$ cat src/rtl/fire_pkg.sv
// fire_pkg -- shared definitions for the fire event reporter.
//   * FSM state encoding (legacy 2-bit localparam constants behind a typedef)
//   * event record field widths / bit offsets
//   * the 24-bit record type {timestamp[15:0], evt_id[4:0], flag[2:0]}
//   * make_rec(): assembles a record from its fields
package fire_pkg;

    localparam int TS_W     = 16;
    localparam int ID_W     = 5;
    localparam int FLAG_W   = 3;
    localparam int REC_W    = TS_W + ID_W + FLAG_W;

    localparam int FLAG_LSB = 0;
    localparam int ID_LSB   = FLAG_LSB + FLAG_W;
    localparam int TS_LSB   = ID_LSB + ID_W;

    typedef logic [1:0] fire_state_t;

    localparam fire_state_t ST_IDLE    = 2'd0;
    localparam fire_state_t ST_CONFIRM = 2'd1;
    localparam fire_state_t ST_ACTIVE  = 2'd2;
    localparam fire_state_t ST_HOLDOFF = 2'd3;

    typedef struct packed {
        logic [TS_W-1:0]   timestamp;
        logic [ID_W-1:0]   evt_id;
        logic [FLAG_W-1:0] flag;
    } fire_rec_t;

    function automatic fire_rec_t make_rec(input logic [TS_W-1:0]   ts,
                                           input logic [ID_W-1:0]   id,
                                           input logic [FLAG_W-1:0] flag);
        fire_rec_t r;
        r.timestamp = ts;
        r.evt_id    = id;
        r.flag      = flag;
        return r;
    endfunction

endpackage

$ cat src/rtl/fire_evt_fifo.sv
// fire_evt_fifo -- record buffer for the fire event reporter.
// Circular buffer of DEPTH records (DEPTH a power of two, 2..16). An
// occupancy counter, one bit wider than the pointers, separates full from
// empty; pointers wrap naturally modulo DEPTH.
// A push while full is accepted only if a pop happens in the same cycle
// (the slot being read is freed as the new record is written).
// rdata is the head record while non-empty and 0 while empty.
// Ports:
//   clk, rst_n   clock, asynchronous active-low reset
//   push, wdata  write request and record
//   pop          read request (ignored while empty)
//   rdata        head record
//   full, empty  occupancy status
module fire_evt_fifo
    import fire_pkg::*;
#(
    parameter int DEPTH = 4
) (
    input  logic             clk,
    input  logic             rst_n,
    input  logic             push,
    input  logic [REC_W-1:0] wdata,
    input  logic             pop,
    output logic [REC_W-1:0] rdata,
    output logic             full,
    output logic             empty
);

    localparam int AW = $clog2(DEPTH);
    localparam int CW = AW + 1;

    logic [REC_W-1:0] mem [DEPTH];
    logic [AW-1:0]    wptr;
    logic [AW-1:0]    rptr;
    logic [CW-1:0]    occ;
    logic             do_push;
    logic             do_pop;

    assign full    = (occ == CW'(DEPTH));
    assign empty   = (occ == '0);
    assign do_pop  = pop && !empty;
    assign do_push = push && (!full || do_pop);
    // Gate the read so stale storage never leaks out while empty.
    assign rdata   = empty ? '0 : mem[rptr];

    always_ff @(posedge clk or negedge rst_n) begin
        if (!rst_n) begin
            wptr <= '0;
            rptr <= '0;
            occ  <= '0;
        end else begin
            if (do_push) wptr <= wptr + 1'b1;
            if (do_pop)  rptr <= rptr + 1'b1;
            case ({do_push, do_pop})
                2'b10:   occ <= occ + 1'b1;
                2'b01:   occ <= occ - 1'b1;
                default: occ <= occ;
            endcase
        end
    end

    always_ff @(posedge clk) begin
        if (do_push) mem[wptr] <= wdata;
    end

endmodule

$ cat src/rtl/fire_event_reporter.sv
// fire_event_reporter -- turns comparator samples into buffered event records.
// A confirm FSM (IDLE/CONFIRM/ACTIVE/HOLDOFF) watches det_output on cycles
// where det_valid=1. CONFIRM_SAMPLES consecutive asserted samples confirm an
// event and push one record {timestamp, evt_id, OR of the flags seen}. After
// confirmation the event must stay deasserted for HOLDOFF_CYCLES clocks
// before a new event can be reported; a reassertion during holdoff resumes
// the same event without a new record.
// Build option: define FIRE_REPORT_TIMESTAMP_EN to include the free-running
// 16-bit timestamp counter; without it evt_data[23:8] reads 0.
// Ports:
//   clk, rst_n            clock, asynchronous active-low reset
//   det_valid             new comparator sample strobe
//   det_output, det_flag  reliable-event bit and per-sensor flags {T,S,H}
//   evt_valid, evt_ready  record handshake to the gateway
//   evt_data              {timestamp[15:0], evt_id[4:0], flag[2:0]}
//   drop_cnt              records lost to a full buffer (saturates at 255)
//   fifo_full             buffer holds FIFO_DEPTH records
//   dbg_state             current FSM state (fire_pkg ST_* encoding)
// Handshake: evt_valid/evt_ready follow strict valid/ready rules -- once
// evt_valid is high, evt_data holds still until the cycle evt_ready is also
// high, which is the one cycle the record is consumed.
module fire_event_reporter
    import fire_pkg::*;
#(
    parameter int CONFIRM_SAMPLES = 3,
    parameter int HOLDOFF_CYCLES  = 8,
    parameter int FIFO_DEPTH      = 4
) (
    input  logic             clk,
    input  logic             rst_n,
    input  logic             det_valid,
    input  logic             det_output,
    input  logic [2:0]       det_flag,
    output logic             evt_valid,
    input  logic             evt_ready,
    output logic [REC_W-1:0] evt_data,
    output logic [7:0]       drop_cnt,
    output logic             fifo_full,
    output logic [1:0]       dbg_state
);

    fire_state_t       state, state_n;
    logic [3:0]        cnt, cnt_n;
    logic [4:0]        cnt_inc;
    logic [7:0]        hcnt, hcnt_n;
    logic [8:0]        hcnt_inc;
    logic [FLAG_W-1:0] acc, acc_n;
    logic [FLAG_W-1:0] push_flag;
    logic              push;
    logic              pop;
    logic              fifo_empty;
    logic              drop;
    logic [ID_W-1:0]   evt_id;
    logic [TS_W-1:0]   ts_now;
    fire_rec_t         rec;

`ifdef FIRE_REPORT_TIMESTAMP_EN
    logic [TS_W-1:0] ts_cnt;

    always_ff @(posedge clk or negedge rst_n) begin
        if (!rst_n) ts_cnt <= '0;
        else        ts_cnt <= ts_cnt + 1'b1;
    end

    assign ts_now = ts_cnt;
`else
    assign ts_now = '0;
`endif

    assign cnt_inc  = {1'b0, cnt} + 5'd1;
    assign hcnt_inc = {1'b0, hcnt} + 9'd1;

    always_comb begin
        state_n   = state;
        cnt_n     = cnt;
        acc_n     = acc;
        hcnt_n    = hcnt;
        push      = 1'b0;
        push_flag = acc;
        case (state)
            ST_IDLE: begin
                if (det_valid && det_output) begin
                    cnt_n = 4'd1;
                    acc_n = det_flag;
                    if (CONFIRM_SAMPLES == 1) begin
                        push      = 1'b1;
                        push_flag = det_flag;
                        state_n   = ST_ACTIVE;
                    end else begin
                        state_n = ST_CONFIRM;
                    end
                end
            end
            ST_CONFIRM: begin
                if (det_valid) begin
                    if (det_output) begin
                        cnt_n = cnt_inc[3:0];
                        acc_n = acc | det_flag;
                        // The confirming sample's flags are part of the record.
                        if (cnt_inc == 5'(CONFIRM_SAMPLES)) begin
                            push      = 1'b1;
                            push_flag = acc | det_flag;
                            state_n   = ST_ACTIVE;
                        end
                    end else begin
                        state_n = ST_IDLE;
                        cnt_n   = '0;
                        acc_n   = '0;
                    end
                end
            end
            ST_ACTIVE: begin
                if (det_valid && !det_output) begin
                    state_n = ST_HOLDOFF;
                    hcnt_n  = '0;
                end
            end
            ST_HOLDOFF: begin
                hcnt_n = hcnt_inc[7:0];
                // A reassertion wins over an expiring holdoff: same event.
                if (det_valid && det_output) begin
                    state_n = ST_ACTIVE;
                end else if (hcnt_inc == 9'(HOLDOFF_CYCLES)) begin
                    state_n = ST_IDLE;
                    cnt_n   = '0;
                    acc_n   = '0;
                end
            end
            default: begin
                state_n = ST_IDLE;
            end
        endcase
    end

    always_ff @(posedge clk or negedge rst_n) begin
        if (!rst_n) begin
            state <= ST_IDLE;
            cnt   <= '0;
            acc   <= '0;
            hcnt  <= '0;
        end else begin
            state <= state_n;
            cnt   <= cnt_n;
            acc   <= acc_n;
            hcnt  <= hcnt_n;
        end
    end

    assign rec = make_rec(ts_now, evt_id, push_flag);

    assign evt_valid = !fifo_empty;
    assign pop       = evt_valid && evt_ready;
    // A pop in the same cycle frees the slot, so full+pop is not a drop.
    assign drop      = push && fifo_full && !pop;

    // evt_id counts every confirmation, dropped or not, so gaps reveal loss.
    always_ff @(posedge clk or negedge rst_n) begin
        if (!rst_n) begin
            evt_id   <= '0;
            drop_cnt <= '0;
        end else begin
            if (push) evt_id <= evt_id + 1'b1;
            if (drop && (drop_cnt != 8'hFF)) drop_cnt <= drop_cnt + 1'b1;
        end
    end

    fire_evt_fifo #(
        .DEPTH (FIFO_DEPTH)
    ) u_fifo (
        .clk   (clk),
        .rst_n (rst_n),
        .push  (push),
        .wdata (rec),
        .pop   (pop),
        .rdata (evt_data),
        .full  (fifo_full),
        .empty (fifo_empty)
    );

    assign dbg_state = state;

endmodule
$ cat config.mk
export PLATFORM = sky130hd
export DESIGN_NAME = fire_event_reporter
export DESIGN_NICKNAME = d
export VERILOG_FILES = /design/src/rtl/fire_pkg.sv /design/src/rtl/fire_evt_fifo.sv /design/src/rtl/fire_event_reporter.sv
export SDC_FILE = /design/constraint.sdc
export NUM_CORES = 1
export LEC_CHECK = 0
export ABC_CLOCK_PERIOD_IN_PS = 4500
export BUFFER_PORTS_ARGS = -buffer_cell sky130_fd_sc_hd__buf_4
export CORE_MARGIN = 8
export CORE_UTILIZATION = 54
export CTS_CLUSTER_SIZE = 40
export DETAILED_ROUTE_END_ITERATION = 6
export GPL_TIMING_DRIVEN = 0
export PLACE_DENSITY = 0.8
export SETUP_SLACK_MARGIN = 0.1
export SYNTH_ARGS = -nofsm -noshare
export SYNTH_HDL_FRONTEND = slang
export SYNTH_SLANG_ARGS = --single-unit
$ cat constraint.sdc
create_clock -name clk -period 4.5 [get_ports clk]
set_clock_uncertainty 0.05 [all_clocks]
set_input_delay 0.9 -clock clk [delete_from_list [all_inputs] [get_ports clk]]
set_output_delay 0.9 -clock clk [all_outputs]
set_load 0.005 [all_outputs]
==> Word-level counts from Yosys, hierarchy flattened <==
Memory sizes are Yosys's and may differ from the RTL's.
Index checks and enable logic that the tools add are counted.
{ "totals": {"regBits": 37, "mem_bits_rw": 32, "input_bits": 8, "output_inout_bits": 36, "word_cells": 90, "memories": 1} }
{ "classes": {"add_sub_neg": 8, "n_eq_ne": 16, "mux": 34, "bitwise": 1, "n_reduce_logical": 21} }
{ "memory_table": {"columns": ["name", "depth", "width", "read_ports", "rd_clocked_by_memory_dff", "write_ports", "line", "source"], "rows": [
  ["u_fifo.mem", 4, 8, 1, 0, 1, "fire_evt_fifo.sv:32", "logic [REC_W-1:0] mem [DEPTH];"]
]} }
{ "op_table": {"columns": ["op", "count"], "rows": [
  ["2-to-1 mux 3 bit", 9],
  ["2-to-1 mux 24 bit", 1],
  ["2-to-1 mux 4 bit", 5],
  ["one-hot mux 8 bit (2 select lines)", 1],
  ["2-to-1 mux 2 bit", 7],
  ["one-hot mux 4 bit (3 select lines)", 1],
  ["!= test 2 bit (second input constant)", 5],
  ["AND reduction 5 bit", 2],
  ["adder 8 x 1 -> 9 bit (second input constant)", 1],
  ["== test 9 x 4 -> 1 bit (second input constant)", 1],
  ["one-hot mux 3 bit (3 select lines)", 1],
  ["adder 8 x 1 -> 8 bit (second input constant)", 1],
  ["logical AND 1 bit", 8],
  ["2-to-1 mux 8 bit", 1],
  ["!= test 8 bit (second input constant)", 1],
  ["one-hot mux 2 bit (4 select lines)", 1],
  ["== test 2 bit (second input constant)", 3],
  ["2-to-1 mux 1 bit", 6],
  ["!= test 3 bit (second input constant)", 2],
  ["one-hot mux 3 bit (2 select lines)", 1],
  ["adder 4 x 1 -> 5 bit (second input constant)", 1],
  ["adder 5 x 1 -> 5 bit (second input constant)", 1],
  ["== test 5 x 2 -> 1 bit (second input constant)", 1],
  ["adder 2 x 1 -> 2 bit (second input constant)", 2],
  ["other kinds (12)", 17]
]} }

==> Depth between registers and ports, before layout <==
{ "depth": {"depth_word": 9, "depth_mapped": 11, "mapped_depth_nobuf": 11} }

==> Cells and area by module <==
Synthesis repeated with hierarchy kept, for this count alone.
{ "hier_totals": {"hier_cells": 357, "area_unflattened_um2": 5743.0} }
{ "by_module_without_submodules": {"columns": ["mod", "instances", "cells_per_inst", "area_each_um2", "seq_area_each_um2"], "rows": [
  ["fire_evt_fifo", 1, 191, 4068.9, 3057.9],
  ["fire_event_reporter", 1, 166, 1674.1, 750.7]
]} }

==> Worst setup path after synthesis <==
OpenSTA, ideal clock, no wires.
{ "synth_timing": {"kind": "input port to flip-flop", "start": "input det_valid", "end": "register u_fifo.occ[1]", "setup_time_ns": 0.083, "arrival_ns": 2.591, "required_time_ns": 4.367, "path_slack_ns": 1.777, "cell_stages": 8, "n_path_buf": 1, "cell_sequence": "buf_2 > nand4b_2 > nor4_2 > inv_1 > ha_1 > inv_1 > fa_1 > o21ai_0"} }
{ "synth_between": {"elab_chain_len": 5, "elab_cells_between_ends": 7, "classes_between": "eq/ne: 2; mux: 3; reduce/logical: 2"} }
{ "synth_rtl": {"columns": ["item", "line", "source"], "rows": [
  ["start, declared", "fire_event_reporter.sv:31", "input logic det_valid,"],
  ["2-to-1 mux 1 bit (*)", "fire_event_reporter.sv:95", "if (det_valid) begin"],
  ["2-to-1 mux 1 bit (*)", "fire_event_reporter.sv:80", "case (state)"],
  ["logical AND 1 bit (*)", "fire_evt_fifo.sv:42", "assign do_push = push && (!full || do_pop);"],
  ["== test 2 x 1 -> 1 bit or == test 2 bit (tied branches)", "fire_evt_fifo.sv:54", "case ({do_push, do_pop})"],
  ["one-hot mux 3 bit (2 select lines) or nonzero test 2 bit (tied branches)", null, null],
  ["end signal, assigned", "fire_evt_fifo.sv:55", "2'b10: occ <= occ + 1'b1;"],
  ["end signal, assigned", "fire_evt_fifo.sv:56", "2'b01: occ <= occ - 1'b1;"],
  ["end, declared", "fire_evt_fifo.sv:35", "logic [CW-1:0] occ;"]
]} }
Every way passes the cells marked *; elsewhere a longest branch is shown, timed or not.
A chain may end at the register's enable or synchronous reset.

==> Worst setup path after layout <==
Same ends and word-level chain as after synthesis.

==> qor.txt <==
FLOORPLANNING
------------------------------------------------------------------------------------------------------
Number of rows in the core area                                                                     29
Count of pins on the block boundary                                                                 44
Initial Util                                                                                     54.6%
Die X                                                                                          95.2 µm
Total die area                                                                             0.00906 mm²
Height of the die                                                                              95.2 µm
Floorplan Core Area                                                                        0.00620 mm²

CLOCKING
------------------------------------------------------------------------------------------------------
Resized Gates After CTS                                                                              0
TritonCTS clock tree                                                                             built
Clock tree sinks                                                                                    69
Clock transition at the register clock pins on the worst setup and hold paths after CTS          70 ps
Number of H-tree levels                                                                              3
Total setup buffers inserted after CTS                                                               0
Inserted Clock Buffers                                                                               9
Count of hold buffers inserted by post-cts repair                                                    0
Worst skew pair latency                                                                         340 ps
Root Driver                                                                               sky130_fd_sc_hd__clkbuf_8
CTS max path bufs                                                                                    2

TIMING
------------------------------------------------------------------------------------------------------
Final setup violating endpoints                                                                      0
Highest clock rate                                                                             356 MHz
Worst slew margin relative to its limit                                                          55.3%
Final-layout setup total negative slack                                                           0 ps
Fin Hold WS                                                                                     456 ps
Worst Tran Pin Value                                                                            665 ps
Final Slew Violations                                                                                0
Final hold vios                                                                                      0
Final period utilization                                                                         62.5%
Setup repair after global routing missed its margin                                                 no
Minimum period implied by the final worst setup slack                                          2810 ps

FINAL LAYOUT
------------------------------------------------------------------------------------------------------
Share of final-layout standard cells stronger than drive strength 1                              23.3%
Commonest non-fill, non-tap cell in the layout                                            sky130_fd_sc_hd__buf_4
Signed area change from the synthesized netlist to the final layout                              15.9%
Diode count                                                                                          0
Final nets                                                                                         340
Highest-count cells in the layout ignoring fill and taps                                  42 x sky130_fd_sc_hd__buf_4, 37 x sky130_fd_sc_hd__dfrtp_1, 32 x sky130_fd_sc_hd__edfxtp_1, 18 x sky130_fd_sc_hd__nand2_1, 16 x sky130_fd_sc_hd__conb_1

CRITICAL PATH
------------------------------------------------------------------------------------------------------
Required time at the worst-slack endpoint                                                      4700 ps
Slowest cell on the critical path                                                         sky130_fd_sc_hd__nor4_2
Critical path, cell by cell                                                               buf_2 > nand4b_2 > nor4_2 > inv_1 > ha_1 > inv_1 > fa_1 > o21ai_0
Critical setup path kind                                                                  input port to flop
Library cell appearing most often on the critical path                                    sky130_fd_sc_hd__inv_1
Data arrival time of the critical path                                                         3010 ps
Largest incremental delay on the critical path                                                  630 ps
Maximum fanout encountered on the critical timing path                                              10
Critical path capture point type                                                                  flop
Setup crit start kind                                                                       input port

GRT
------------------------------------------------------------------------------------------------------
Total routing usage reported by global routing                                                   14.4%
GRT Max-Usage Layer                                                                               met2
Met3 track demand over resource in global routing                                                3.46%
Total global routing overflow                                                                        0
Met1 track demand over resource                                                                  17.2%
Global-route wire length before repair                                                         10.0 mm
Met2 demand-to-capacity share in global routing                                                  23.6%
Via count of the first global-routing pass                                                        2085
Largest net degree at the start of global routing                                                   38
Antenna violations before repair                                                                     0

ROUTING
------------------------------------------------------------------------------------------------------
Total number of vias                                                                              2154
Sum of routed wire length over all layers                                                      6.05 mm
Final antenna-violating net count                                                                    0
Drt pass-1 iters                                                                                     4
DRC violations left                                                                                  0
Per-cell routed wire length                                                                    15.0 µm
Post-DR vias/cell                                                                                 5.34
Iter 0 DRT Violations                                                                              108

PLACEMENT
------------------------------------------------------------------------------------------------------
Post-DP HPWL                                                                                   4.22 mm
Final RePlAce weighted congestion                                                                0.880
PortBufs                                                                                            26

SYNTH
------------------------------------------------------------------------------------------------------
Number of distinct standard cells referenced by the synthesized netlist                             50
Synth warn                                                                                           0
Number of synthesized register bits                                                                 69
Mean Syn Cell Area                                                                            12.6 µm²
Instance count of the mapped netlist                                                               269
Share of async-settable or async-resettable flops after synthesis                                53.6%
Number of enable flip-flop cells after synthesis                                                    32
Post-synthesis cell area                                                                   0.00339 mm²
Portion of the post-synthesis area used by sequential elements                                   55.7%
Synth Flop Type                                                                           sky130_fd_sc_hd__dfrtp_1

PWR
------------------------------------------------------------------------------------------------------
Net Sw Power                                                                                    532 µW
Comb pwr share                                                                                   28.6%
Switching part of the total power                                                                29.9%
Power share of the sequential group                                                              44.4%
Leak Pwr                                                                                       1.67 nW
Power per cell area                                                                         453 mW/mm²
Share of total power in the clock network                                                        27.1%
Internal power summed over all cells                                                           1.25 mW
VDD IR-drop max                                                                                 282 µV

JOB
------------------------------------------------------------------------------------------------------
# Max-Cap Violations                                                                                 0

OUTCOME
------------------------------------------------------------------------------------------------------
Result of the run                                                                         finished, final reports clean

WORST HOLD PATH
------------------------------------------------------------------------------------------------------
Class of the tightest hold or removal check                                               input port to asynchronous set/reset pin

metal layers:
| metal | vias to the layer above | share of wire [%] |
|---|---|---|
| met4 | 0 | 2.1 |
| li1 | 1057 | - |
| met2 | 52 | 49 |
| met3 | 11 | 5.7 |
| met5 | - | 0 |
| met1 | 1034 | 43 |
worst paths after layout:
| check | from | endpoint | slack (ps) | cells past startpoint |
|---|---|---|---|---|
| worst max-delay path | det_valid | u_fifo.occ[1] | 1690 | 8 |
| worst min-delay path | rst_n | drop_cnt[6] | 460 | 1 |
| worst max register to register | cnt[0] | u_fifo.occ[1] | 1740 | 9 |
| worst min register to register | drop_cnt[7] | drop_cnt[7] | 460 | 1 |
| max in group asynchronous | rst_n | evt_id[4] | 3600 | 1 |
| min in group clk | drop_cnt[7] | drop_cnt[7] | 460 | 1 |
logic make-up (layout without fill, tap and decap cells):
group | count (synthesis) | in the layout | synth area share, %
fa+ha+maj | 11 | 11 | 4.28
buf+inv | 31 | 73 | 5.28
mux | 11 | 11 | 6.31
compound gates | 47 | 47 | 9.56
xor+xnor | 18 | 18 | 4.65
other cells | 1 | 16 | 0.111
simple gates | 81 | 81 | 14.1
flops | 69 | 69 | 55.7
state kept, by name, indices dropped and copies added (netlist names):
signal	cells
u_fifo.mem	32
drop_cnt	8
hcnt	8
evt_id	5
cnt	4
acc	3
u_fifo.occ	3
dbg_state	2
u_fifo.rptr	2
u_fifo.wptr	2
worst max-delay path: cells and delay by family:
kind / cells / cell delay (ps)
compound gates: 1 / 220
buf+inv: 3 / 370
simple gates: 2 / 860
fa+ha+maj: 2 / 650
synthesized netlist by cell type (all sizes together), types with 2 or more instances:
| cell type | n | area [µm²] |
|---|---|---|
| nor2b | 2 | 12.5 |
| and3 | 2 | 12.5 |
| nor3b | 2 | 15.0 |
| a21o | 2 | 15.0 |
| nand4 | 7 | 43.8 |
| o31ai | 2 | 15.0 |
| a21oi | 5 | 28.8 |
| dfrtp | 37 | 926 |
| buf | 18 | 130 |
| ha | 10 | 125 |
| o2bb2ai | 6 | 52.6 |
| mux2 | 3 | 33.8 |
| nor2 | 12 | 45.0 |
| a22o | 3 | 26.3 |
| xor2 | 6 | 52.6 |
| edfxtp | 32 | 961 |
| nand2b | 4 | 25.0 |
| a22oi | 2 | 15.0 |
| clkbuf | 5 | 18.8 |
| o21ai | 17 | 85.1 |
| o41ai | 2 | 17.5 |
| and2 | 16 | 100 |
| nand3 | 8 | 40.0 |
| nand2 | 18 | 67.6 |
| nor4 | 3 | 40.0 |
| inv | 8 | 30.0 |
| nor3 | 2 | 15.0 |
| mux4 | 8 | 180 |
| xnor2 | 12 | 105 |
| a21boi | 3 | 26.3 |
power by group through the flow:
stage	combinational [mW]	sequential (mW)	clock [mW]
3_5_place_dp	0.514	0.800	0
6_report	0.508	0.789	0.481
2_1_floorplan	0.353	0.786	0
4_1_cts	0.520	0.787	0.491
3_3_place_gp	0.491	0.796	0
5_1_grt	0.571	0.798	0.517
stage by stage:
stage | setup WS, ps | instance area, µm² | util [%] | total power [mW] | instances
CTS | 1670 | 3930 | 63.3 | 1.80 | 403
finish | 1690 | 3930 | 63.3 | 1.78 | 403
detailed placement | 1370 | 3740 | 60.2 | 1.31 | 387
floorplan | 1780 | 3440 | - | 1.14 | 284
global route | 1430 | 3930 | 63.3 | 1.89 | 403
global placement | 1480 | 3740 | 60.2 | 1.29 | 387
cell type report:
| class | instances | area (µm²) |
|---|---|---|
| repair buffers | 26 | 195 |
| flip-flops and latches | 69 | 1890 |
| well taps | 77 | 96.3 |
| clock buffers | 9 | 124 |
| inverters | 8 | 30.0 |
| fillers | 520 | 2280 |
| plain buffers | 23 | 149 |
| multi-input cells | 184 | 1380 |
| clock inverters | 7 | 66.3 |
Power figures use the tool's default switching activity.
